--- config.mk ---
export PLATFORM = sky130hd
export DESIGN_NAME = hazard_ctrl
export DESIGN_NICKNAME = d
export VERILOG_FILES = /design/src/rtl/cpu_pkg.sv /design/src/rtl/fwd_sel.sv /design/src/rtl/hazard_ctrl.sv
export SDC_FILE = /design/constraint.sdc
export NUM_CORES = 1
export LEC_CHECK = 0
export ABC_AREA = 1
export BUFFER_PORTS_ARGS = -buffer_cell sky130_fd_sc_hd__buf_2
export CAP_MARGIN = 20
export CORE_MARGIN = 2
export CORE_UTILIZATION = 30
export DETAILED_ROUTE_END_ITERATION = 12
export GPL_ROUTABILITY_DRIVEN = 1
export PLACE_DENSITY = 0.44
export SLEW_MARGIN = 20
export SYNTH_ARGS = -nofsm -noshare
export SYNTH_HDL_FRONTEND = slang
export SYNTH_HIERARCHICAL = 1
export SYNTH_SLANG_ARGS = --single-unit
--- constraint.sdc ---
create_clock -name clk -period 4.68 [get_ports clk]
set_clock_uncertainty 0.15 [all_clocks]
set_input_delay 0.702 -clock clk [delete_from_list [all_inputs] [get_ports clk]]
set_output_delay 0.702 -clock clk [all_outputs]
set_load 0.02 [all_outputs]
--- src/rtl/cpu_pkg.sv ---
// Shared types and constants for the five-stage MIPS core hazard logic.
// Holds forward-select codes, the Tuse/Tnew width and the per-stage records.
package cpu_pkg;

    localparam int unsigned TW = 2;

    localparam logic [1:0] FWD_PIPE = 2'd0;
    localparam logic [1:0] FWD_E    = 2'd1;
    localparam logic [1:0] FWD_M    = 2'd2;
    localparam logic [1:0] FWD_W    = 2'd3;

    typedef struct packed {
        logic [4:0]    rs;
        logic [4:0]    rt;
        logic [4:0]    dst;
        logic [TW-1:0] tnew;
        logic          md_start;
        logic          md_div;
    } e_rec_t;

    typedef struct packed {
        logic [4:0]    rt;
        logic [4:0]    dst;
        logic [TW-1:0] tnew;
    } m_rec_t;

    typedef struct packed {
        logic [4:0] dst;
    } w_rec_t;

    function automatic logic [TW-1:0] tnew_dec(input logic [TW-1:0] t);
        return (t == '0) ? '0 : t - TW'(1);
    endfunction

endpackage

--- src/rtl/fwd_sel.sv ---
// Priority matcher: picks the nearest enabled stage whose destination equals src.
// The nearest match decides; if its result is not ready yet the select stays at pipe.
module fwd_sel
    import cpu_pkg::*;
(
    input  logic [4:0]    src_i,
    input  logic          e_en_i,
    input  logic [4:0]    e_dst_i,
    input  logic [TW-1:0] e_tnew_i,
    input  logic          m_en_i,
    input  logic [4:0]    m_dst_i,
    input  logic [TW-1:0] m_tnew_i,
    input  logic          w_en_i,
    input  logic [4:0]    w_dst_i,
    output logic [1:0]    sel_o
);

    always_comb begin
        sel_o = FWD_PIPE;
        if (src_i != 5'd0) begin
            if (e_en_i && (src_i == e_dst_i)) begin
                sel_o = (e_tnew_i == '0) ? FWD_E : FWD_PIPE;
            end else if (m_en_i && (src_i == m_dst_i)) begin
                sel_o = (m_tnew_i == '0) ? FWD_M : FWD_PIPE;
            end else if (w_en_i && (src_i == w_dst_i)) begin
                sel_o = FWD_W;
            end
        end
    end

endmodule

--- src/rtl/hazard_ctrl.sv ---
// Pipeline hazard scheduler: stall/flush and forwarding selects from E/M/W records.
// Define HAZARD_MDU_EN to build multiply/divide occupancy tracking and HI/LO interlock.
module hazard_ctrl
    import cpu_pkg::*;
#(
    parameter int unsigned MULT_CYCLES = 5,
    parameter int unsigned DIV_CYCLES  = 10
) (
    input  logic       clk,
    input  logic       reset,
    input  logic [4:0] rs_d,
    input  logic [4:0] rt_d,
    input  logic       use_rs_d,
    input  logic       use_rt_d,
    input  logic [1:0] tuse_rs_d,
    input  logic [1:0] tuse_rt_d,
    input  logic [4:0] dst_d,
    input  logic [1:0] tnew_d,
    input  logic       md_start_d,
    input  logic       md_div_d,
    input  logic       md_use_d,
    output logic       stall,
    output logic       flush_e,
    output logic [1:0] fwd_rs_d,
    output logic [1:0] fwd_rt_d,
    output logic [1:0] fwd_rs_e,
    output logic [1:0] fwd_rt_e,
    output logic [1:0] fwd_rt_m,
    output logic       md_busy
);

    localparam int unsigned CntW = $clog2(DIV_CYCLES + 1);

    e_rec_t e_q, e_d;
    m_rec_t m_q, m_d;
    w_rec_t w_q, w_d;

    logic       haz_rs, haz_rt, haz_md;
    logic [1:0] rt_m_sel;

    always_comb begin
        haz_rs = use_rs_d && (rs_d != 5'd0) &&
                 (((rs_d == e_q.dst) && (e_q.tnew > tuse_rs_d)) ||
                  ((rs_d == m_q.dst) && (m_q.tnew > tuse_rs_d)));
        haz_rt = use_rt_d && (rt_d != 5'd0) &&
                 (((rt_d == e_q.dst) && (e_q.tnew > tuse_rt_d)) ||
                  ((rt_d == m_q.dst) && (m_q.tnew > tuse_rt_d)));
        stall   = haz_rs | haz_rt | haz_md;
        flush_e = stall;
    end

    always_comb begin
        e_d = '0;
        if (!stall) begin
            e_d.rs   = rs_d;
            e_d.rt   = rt_d;
            e_d.dst  = dst_d;
            e_d.tnew = tnew_d;
`ifdef HAZARD_MDU_EN
            e_d.md_start = md_start_d;
            e_d.md_div   = md_div_d;
`endif
        end
        m_d.rt   = e_q.rt;
        m_d.dst  = e_q.dst;
        m_d.tnew = tnew_dec(e_q.tnew);
        w_d.dst  = m_q.dst;
    end

    always_ff @(posedge clk) begin
        if (!reset) begin
            e_q <= '0;
            m_q <= '0;
            w_q <= '0;
        end else begin
            e_q <= e_d;
            m_q <= m_d;
            w_q <= w_d;
        end
    end

`ifdef HAZARD_MDU_EN
    logic [CntW-1:0] cnt_q, cnt_d;

    always_comb begin
        cnt_d = cnt_q;
        if (e_q.md_start) begin
            cnt_d = e_q.md_div ? CntW'(DIV_CYCLES) : CntW'(MULT_CYCLES);
        end else if (cnt_q != '0) begin
            cnt_d = cnt_q - CntW'(1);
        end
        md_busy = e_q.md_start | (cnt_q != '0);
        haz_md  = (md_start_d | md_use_d) & md_busy;
    end

    always_ff @(posedge clk) begin
        if (!reset) begin
            cnt_q <= '0;
        end else begin
            cnt_q <= cnt_d;
        end
    end
`else
    logic unused_md;

    always_comb begin
        md_busy   = 1'b0;
        haz_md    = 1'b0;
        unused_md = ^{md_start_d, md_div_d, md_use_d, e_q.md_start, e_q.md_div};
    end
`endif

    fwd_sel u_fwd_rs_d (
        .src_i   (rs_d),
        .e_en_i  (1'b1),
        .e_dst_i (e_q.dst),
        .e_tnew_i(e_q.tnew),
        .m_en_i  (1'b1),
        .m_dst_i (m_q.dst),
        .m_tnew_i(m_q.tnew),
        .w_en_i  (1'b1),
        .w_dst_i (w_q.dst),
        .sel_o   (fwd_rs_d)
    );

    fwd_sel u_fwd_rt_d (
        .src_i   (rt_d),
        .e_en_i  (1'b1),
        .e_dst_i (e_q.dst),
        .e_tnew_i(e_q.tnew),
        .m_en_i  (1'b1),
        .m_dst_i (m_q.dst),
        .m_tnew_i(m_q.tnew),
        .w_en_i  (1'b1),
        .w_dst_i (w_q.dst),
        .sel_o   (fwd_rt_d)
    );

    fwd_sel u_fwd_rs_e (
        .src_i   (e_q.rs),
        .e_en_i  (1'b0),
        .e_dst_i (5'd0),
        .e_tnew_i('0),
        .m_en_i  (1'b1),
        .m_dst_i (m_q.dst),
        .m_tnew_i(m_q.tnew),
        .w_en_i  (1'b1),
        .w_dst_i (w_q.dst),
        .sel_o   (fwd_rs_e)
    );

    fwd_sel u_fwd_rt_e (
        .src_i   (e_q.rt),
        .e_en_i  (1'b0),
        .e_dst_i (5'd0),
        .e_tnew_i('0),
        .m_en_i  (1'b1),
        .m_dst_i (m_q.dst),
        .m_tnew_i(m_q.tnew),
        .w_en_i  (1'b1),
        .w_dst_i (w_q.dst),
        .sel_o   (fwd_rt_e)
    );

    fwd_sel u_fwd_rt_m (
        .src_i   (m_q.rt),
        .e_en_i  (1'b0),
        .e_dst_i (5'd0),
        .e_tnew_i('0),
        .m_en_i  (1'b0),
        .m_dst_i (5'd0),
        .m_tnew_i('0),
        .w_en_i  (1'b1),
        .w_dst_i (w_q.dst),
        .sel_o   (rt_m_sel)
    );

    // Store-data mux is two-input: W data sits on select 2
    always_comb begin
        fwd_rt_m = (rt_m_sel == FWD_W) ? FWD_M : FWD_PIPE;
    end

endmodule
* Yosys cells after proc, flatten, opt, wreduce, memory -nomap -nowiden
Cells that the tools add are included.
Word-level totals: logic and storage cells 65, input port bits 28, output and inout port bits 13, register bits after elaboration 34
Operators by class: add/subtract/negate cells 1, equal/unequal tests 12, $lt $le $gt $ge 4, bitwise gates (word level) 2, reductions and logical operators 19, multiplexer cells 19
Operators by type and width (number):
- $eq A5 B5 Y1 | 11
- $mux W2 | 18
- $reduce_bool A5 Y1 | 5
- $gt A2 B2 Y1 | 4
- $logic_and A1 B1 Y1 | 8
- $logic_not A2 Y1 | 2
- $reduce_or A2 Y1 | 2
- $eq A2 B2 Y1 const B | 1
- $logic_or A1 B1 Y1 | 2
- $sub A2 B1 Y2 const B | 1
- $mux W1 | 1
- $not A1 Y1 | 1
- $or A1 B1 Y1 | 1

* Depth between registers and ports, before layout
word-level depth 6, mapped depth 11, gate-level depth less buffers 11

* By module
The synthesis kept the hierarchy.
Modules (own cells, without submodules):
- fwd_sel | cells each 93, seq. area each 0.0 um^2, area each 362.8 um^2, times used 5
- hazard_ctrl | cells each 220, seq. area each 680.7 um^2, area each 1580.3 um^2, times used 1

* Worst setup path before layout
OpenSTA, ideal clock, no wires.
kind input -> output, start point input port tuse_rs_d[1], end point output port stall, stages on the path 10, buffers on the path 1, setup slack 2.020 ns, data arrival time 1.808 ns, data required time 3.828 ns, path through inv_1 ha_1 nand2_1 o21ai_0 nor2_1 nand3_1 nand2_1 nand2_2 nand2_1 buf_4
Between the ends: longest elaborated chain between the ends 5, elaborated cells on any way between the ends 7, classes of those cells order compare: 2; bitwise: 1; reduce/logical: 4
Ends and longest elaborated chain:
- from (decl) | line hazard_ctrl.sv:15 | input logic [1:0] tuse_rs_d,
- $gt A2 B2 Y1, on equally long branches | line hazard_ctrl.sv:43, hazard_ctrl.sv:44
- $logic_and A1 B1 Y1, on equally long branches | line hazard_ctrl.sv:43, hazard_ctrl.sv:44
- $logic_or A1 B1 Y1 (*) | line hazard_ctrl.sv:43 | (((rs_d == e_q.dst) && (e_q.tnew > tuse_rs_d)) ||
- $logic_and A1 B1 Y1 (*) | line hazard_ctrl.sv:42 | haz_rs = use_rs_d && (rs_d != 5'd0) &&
- $or A1 B1 Y1 (*) | line hazard_ctrl.sv:48 | stall = haz_rs | haz_rt | haz_md;
- to (decl) | line hazard_ctrl.sv:22 | output logic stall,
Every way passes the cells marked *; elsewhere a longest branch is shown, timed or not.

* Worst setup path in the final report
start point input port tuse_rs_d[1], end point output port flush_e
Between the ends: longest elaborated chain between the ends 5, elaborated cells on any way between the ends 7, classes of those cells order compare: 2; bitwise: 1; reduce/logical: 4
Ends and longest elaborated chain:
- $gt A2 B2 Y1, on equally long branches | line hazard_ctrl.sv:43, hazard_ctrl.sv:44
- $logic_and A1 B1 Y1, on equally long branches | line hazard_ctrl.sv:43, hazard_ctrl.sv:44
- $logic_or A1 B1 Y1 (*) | line hazard_ctrl.sv:43
- $logic_and A1 B1 Y1 (*) | line hazard_ctrl.sv:42
- $or A1 B1 Y1 (*) | line hazard_ctrl.sv:48
- to (decl) | line hazard_ctrl.sv:23 | output logic flush_e,
Marks and branches as above.

==> run summary <==
The run finished with clean final reports. The average instance in the mapped netlist occupies 4.96 sq um. The number of sinks driven by the clock tree came out at 34. For this run, the register share of the synthesized area comes to 20.1%. The largest total area in the synthesized netlist belongs to sky130_fd_sc_hd__nand2_1. The mean number of vias per cell was 4.04. The H-tree was split into 2 levels.

The worst pin sits at a relative slew slack of 60.8%. At the placement stage, the worst setup path has a slack of 1950 ps. The total negative slack came out at 0 ps. For the count of endpoints failing hold in the final timing report, the log shows 0. The final route contains 3740 vias. In this run the tool buffered the top-level ports with 35 buffer cells. The first global-routing pass estimated 16.1 mm of wire. The number of enable-type register cells in the synthesized netlist works out to 0. The commonest cells after synthesis are 309 x sky130_fd_sc_hd__nand2_1, 135 x sky130_fd_sc_hd__inv_1, 94 x sky130_fd_sc_hd__nor2_1.

In this run, CTS created clock tree buffers numbering 5. The floorplan step defined a die boundary enclosing 0.0122 sq mm. Type of the setup path with the least slack: in2out. The run gives 7.53 mm as the detailed placement HPWL. The routed design has 9.72 mm of wire. The tools report the number of core rows as 38. Among the stages of the critical path, the cell type that occurs most often is sky130_fd_sc_hd__nand2_1. The number of antenna-violating nets in the routed design is 0, and the clock latency on the worst-skew pair is 280 ps. The cell with the most instances after synthesis is sky130_fd_sc_hd__nand2_1.

The total power divided by cell area came out at 241 mW/mm^2. Entering global routing, the biggest net connects 18 pins. For this run, asynchronously set or reset flops after synthesis account for 0%. For the pin with the worst max-slew slack, the measured transition is 587 ps.

The die is 110 microns wide. The category of the worst setup path launch point was a primary input. Setup repair after global routing left no endpoint under its margin. The data arrival time at the worst-slack endpoint is 1880 ps, and the number of failing setup endpoints in the final timing report is 0. The most common flop cell mapped by yosys is sky130_fd_sc_hd__dfxtp_1. The count of different cell masters after synthesis came out at 24.

The repair_antennas step left the layout with diodes totalling 0. For this run, the total global-route usage over all layers was measured as 17.3%. At the worst endpoint, the required time is 3830 ps. STA classifies the critical path endpoint as a primary output. Synthesis inferred 34 register bits.

After the flow finishes, the layout carries non-filler instances totaling 925. The tools report the minimum setup slack in the final design as 1950 ps. The average routed wire per standard cell came out at 10.5 microns. The combined area of all synthesized cells came out at 0.00339 sq mm. Along the worst path, the maximum fanout reaches 2.

Max-cap violations in this run came to 0. In the synthesized netlist, the number of instances is 685. Walking the worst path, the cells encountered are buf_2, inv_1, ha_1, nand2_1, o21ai_0, nor2_1, nand3_1, nand2_1, nand2_2, nand2_1, buf_2.

I/O pin count: 41. By area the synthesized netlist is led by sky130_fd_sc_hd__nand2_1 34%, sky130_fd_sc_hd__dfxtp_1 20%, sky130_fd_sc_hd__inv_1 15%, sky130_fd_sc_hd__nor2_1 10%, sky130_fd_sc_hd__nand3_1 4.1%. The logs give 0.830 for the global placer's final weighted congestion and 0.000145 V for the highest ir drop seen on vdd. The startpoint identified for the worst register-to-register timing path is m_q[1]. The run gives 0 as the DRC violation count after routing. The path class of the tightest hold or removal check is reg2reg. After layout, the worst path uses 58.3% of the clock period. For the remaining global-route overflow, the log shows 0. The first TritonRoute pass finished after 5 iterations.

In this run, the number of DRC markers left after iteration 0 of detailed routing was 209. The tools report the end-of-flow core utilization as 37.8%. The run gives 0.0109 sq mm as the core area. The synthesis-to-layout area growth came out at 21.6%. Final hold analysis gives a worst-case slack of 330 ps. The worst setup path startpoint is tuse_rs_d[1]. The peak per-stage delay on the critical path came out at 300 ps. After clock tree synthesis, the flow added hold-fix buffers numbering 0.

The number of gates resized after CTS was 0; the total instance count after detailed placement was 917. The warning count from the yosys run is 6. The largest individual stage delay along the critical path comes from the cell sky130_fd_sc_hd__ha_1. The leakage power is 0.00254 uW, and the layout cell share with drive strength beyond 1 is 9.94%. The run gives 0 as the number of antenna violations at the first check in global routing. TritonCTS built the clock tree. The run gives 821 as the net count of the finished layout. Hold path startpoint: e_q[9]. The minimum period implied by the final worst setup slack came out at 2730 ps.

The number of buffers added for setup after CTS was 0. Y dimension of the die: 110 microns. Counting along the longest clock path gives a buffer depth of 2. Highest clock frequency the design can meet: 0.366 GHz.

The tools report the initial core utilization as 31.0%. The top cell type by area accounts for 34.2% of the synthesized area. The tree is rooted in a sky130_fd_sc_hd__clkbuf_16. Clock transition at the register clock pins on the worst setup and hold paths after CTS: 60 ps. The total count of max-transition violations in the final report is 0. The number of global-route vias before repair is 3298.
-- area by class of cell --
class / count / area (sq um)
fill: 1292 / 6810
multi-input combinational: 556 / 2330
sequential: 34 / 681
inverter: 152 / 571
timing repair buffer: 35 / 175
tap: 140 / 175
clock buffer: 5 / 125
clock inverter: 3 / 68.8
-- final timing paths --
path | to | slack, ps | depth (start not counted)
max | flush_e | 1950 | 11
min | m_q[7] | 330 | 2
max reg2reg | e_q[18] | 2700 | 8
min reg2reg | m_q[7] | 330 | 2
-- layout by cell type (no fill, tap or decap), drive strengths merged --
master / count
a21oi: 4
buf: 35
bufinv: 2
clkbuf: 5
clkinv: 1
conb: 65
dfxtp: 34
ha: 9
inv: 152
nand2: 311
nand3: 29
nand4: 7
nor2: 104
nor3: 7
o21ai: 6
or2: 10
xor2: 4
-- cells by family after synthesis --
logic type	count (synthesis)	synth area share, %
flops	34	20.1
compound gates	10	1.47
other cells	2	0.221
xor+xnor	4	1.03
fa+ha+maj	9	3.32
simple gates	468	55.7
buf+inv	158	18.2
-- stage by stage --
step | power, uW | instance area (sq um)
2_1_floorplan | 498 | 3630
6_report | 997 | 4130
3_3_place_gp | 562 | 3940
4_1_cts | 1000 | 4130
5_1_grt | 1060 | 4130
3_5_place_dp | 564 | 3940
-- registers in the layout, summed over array words and instances (netlist names) --
name / flops
e_q: 17
w_q: 5
m_q: 7
w_d: 5
-- per-layer routing --
layer	vias up	GRT usage [%]	share of wire, %
met1	1564	23.1	49
met4	0	3.57	1.4
met3	10	2.53	3.3
li1	2113	-	-
met2	53	29.6	47
met5	-	0	0
-- worst max-delay path: cells and delay by family --
| family | cells | cell delay [ps] |
|---|---|---|
| buffers and inverters | 3 | 280 |
| AND/OR/NAND/NOR | 6 | 520 |
| adder cells (fa/ha/maj) | 1 | 300 |
| AO/OA/AOI/OAI | 1 | 70 |
-- report_power, final --
group          switching, uW  total, uW  internal [uW]
sequential              33.8        338            305
combinational            137        219           81.6
clock                    134        440            306
total                    305        997            692
Note: power is estimated with default switching activity, not from simulation.
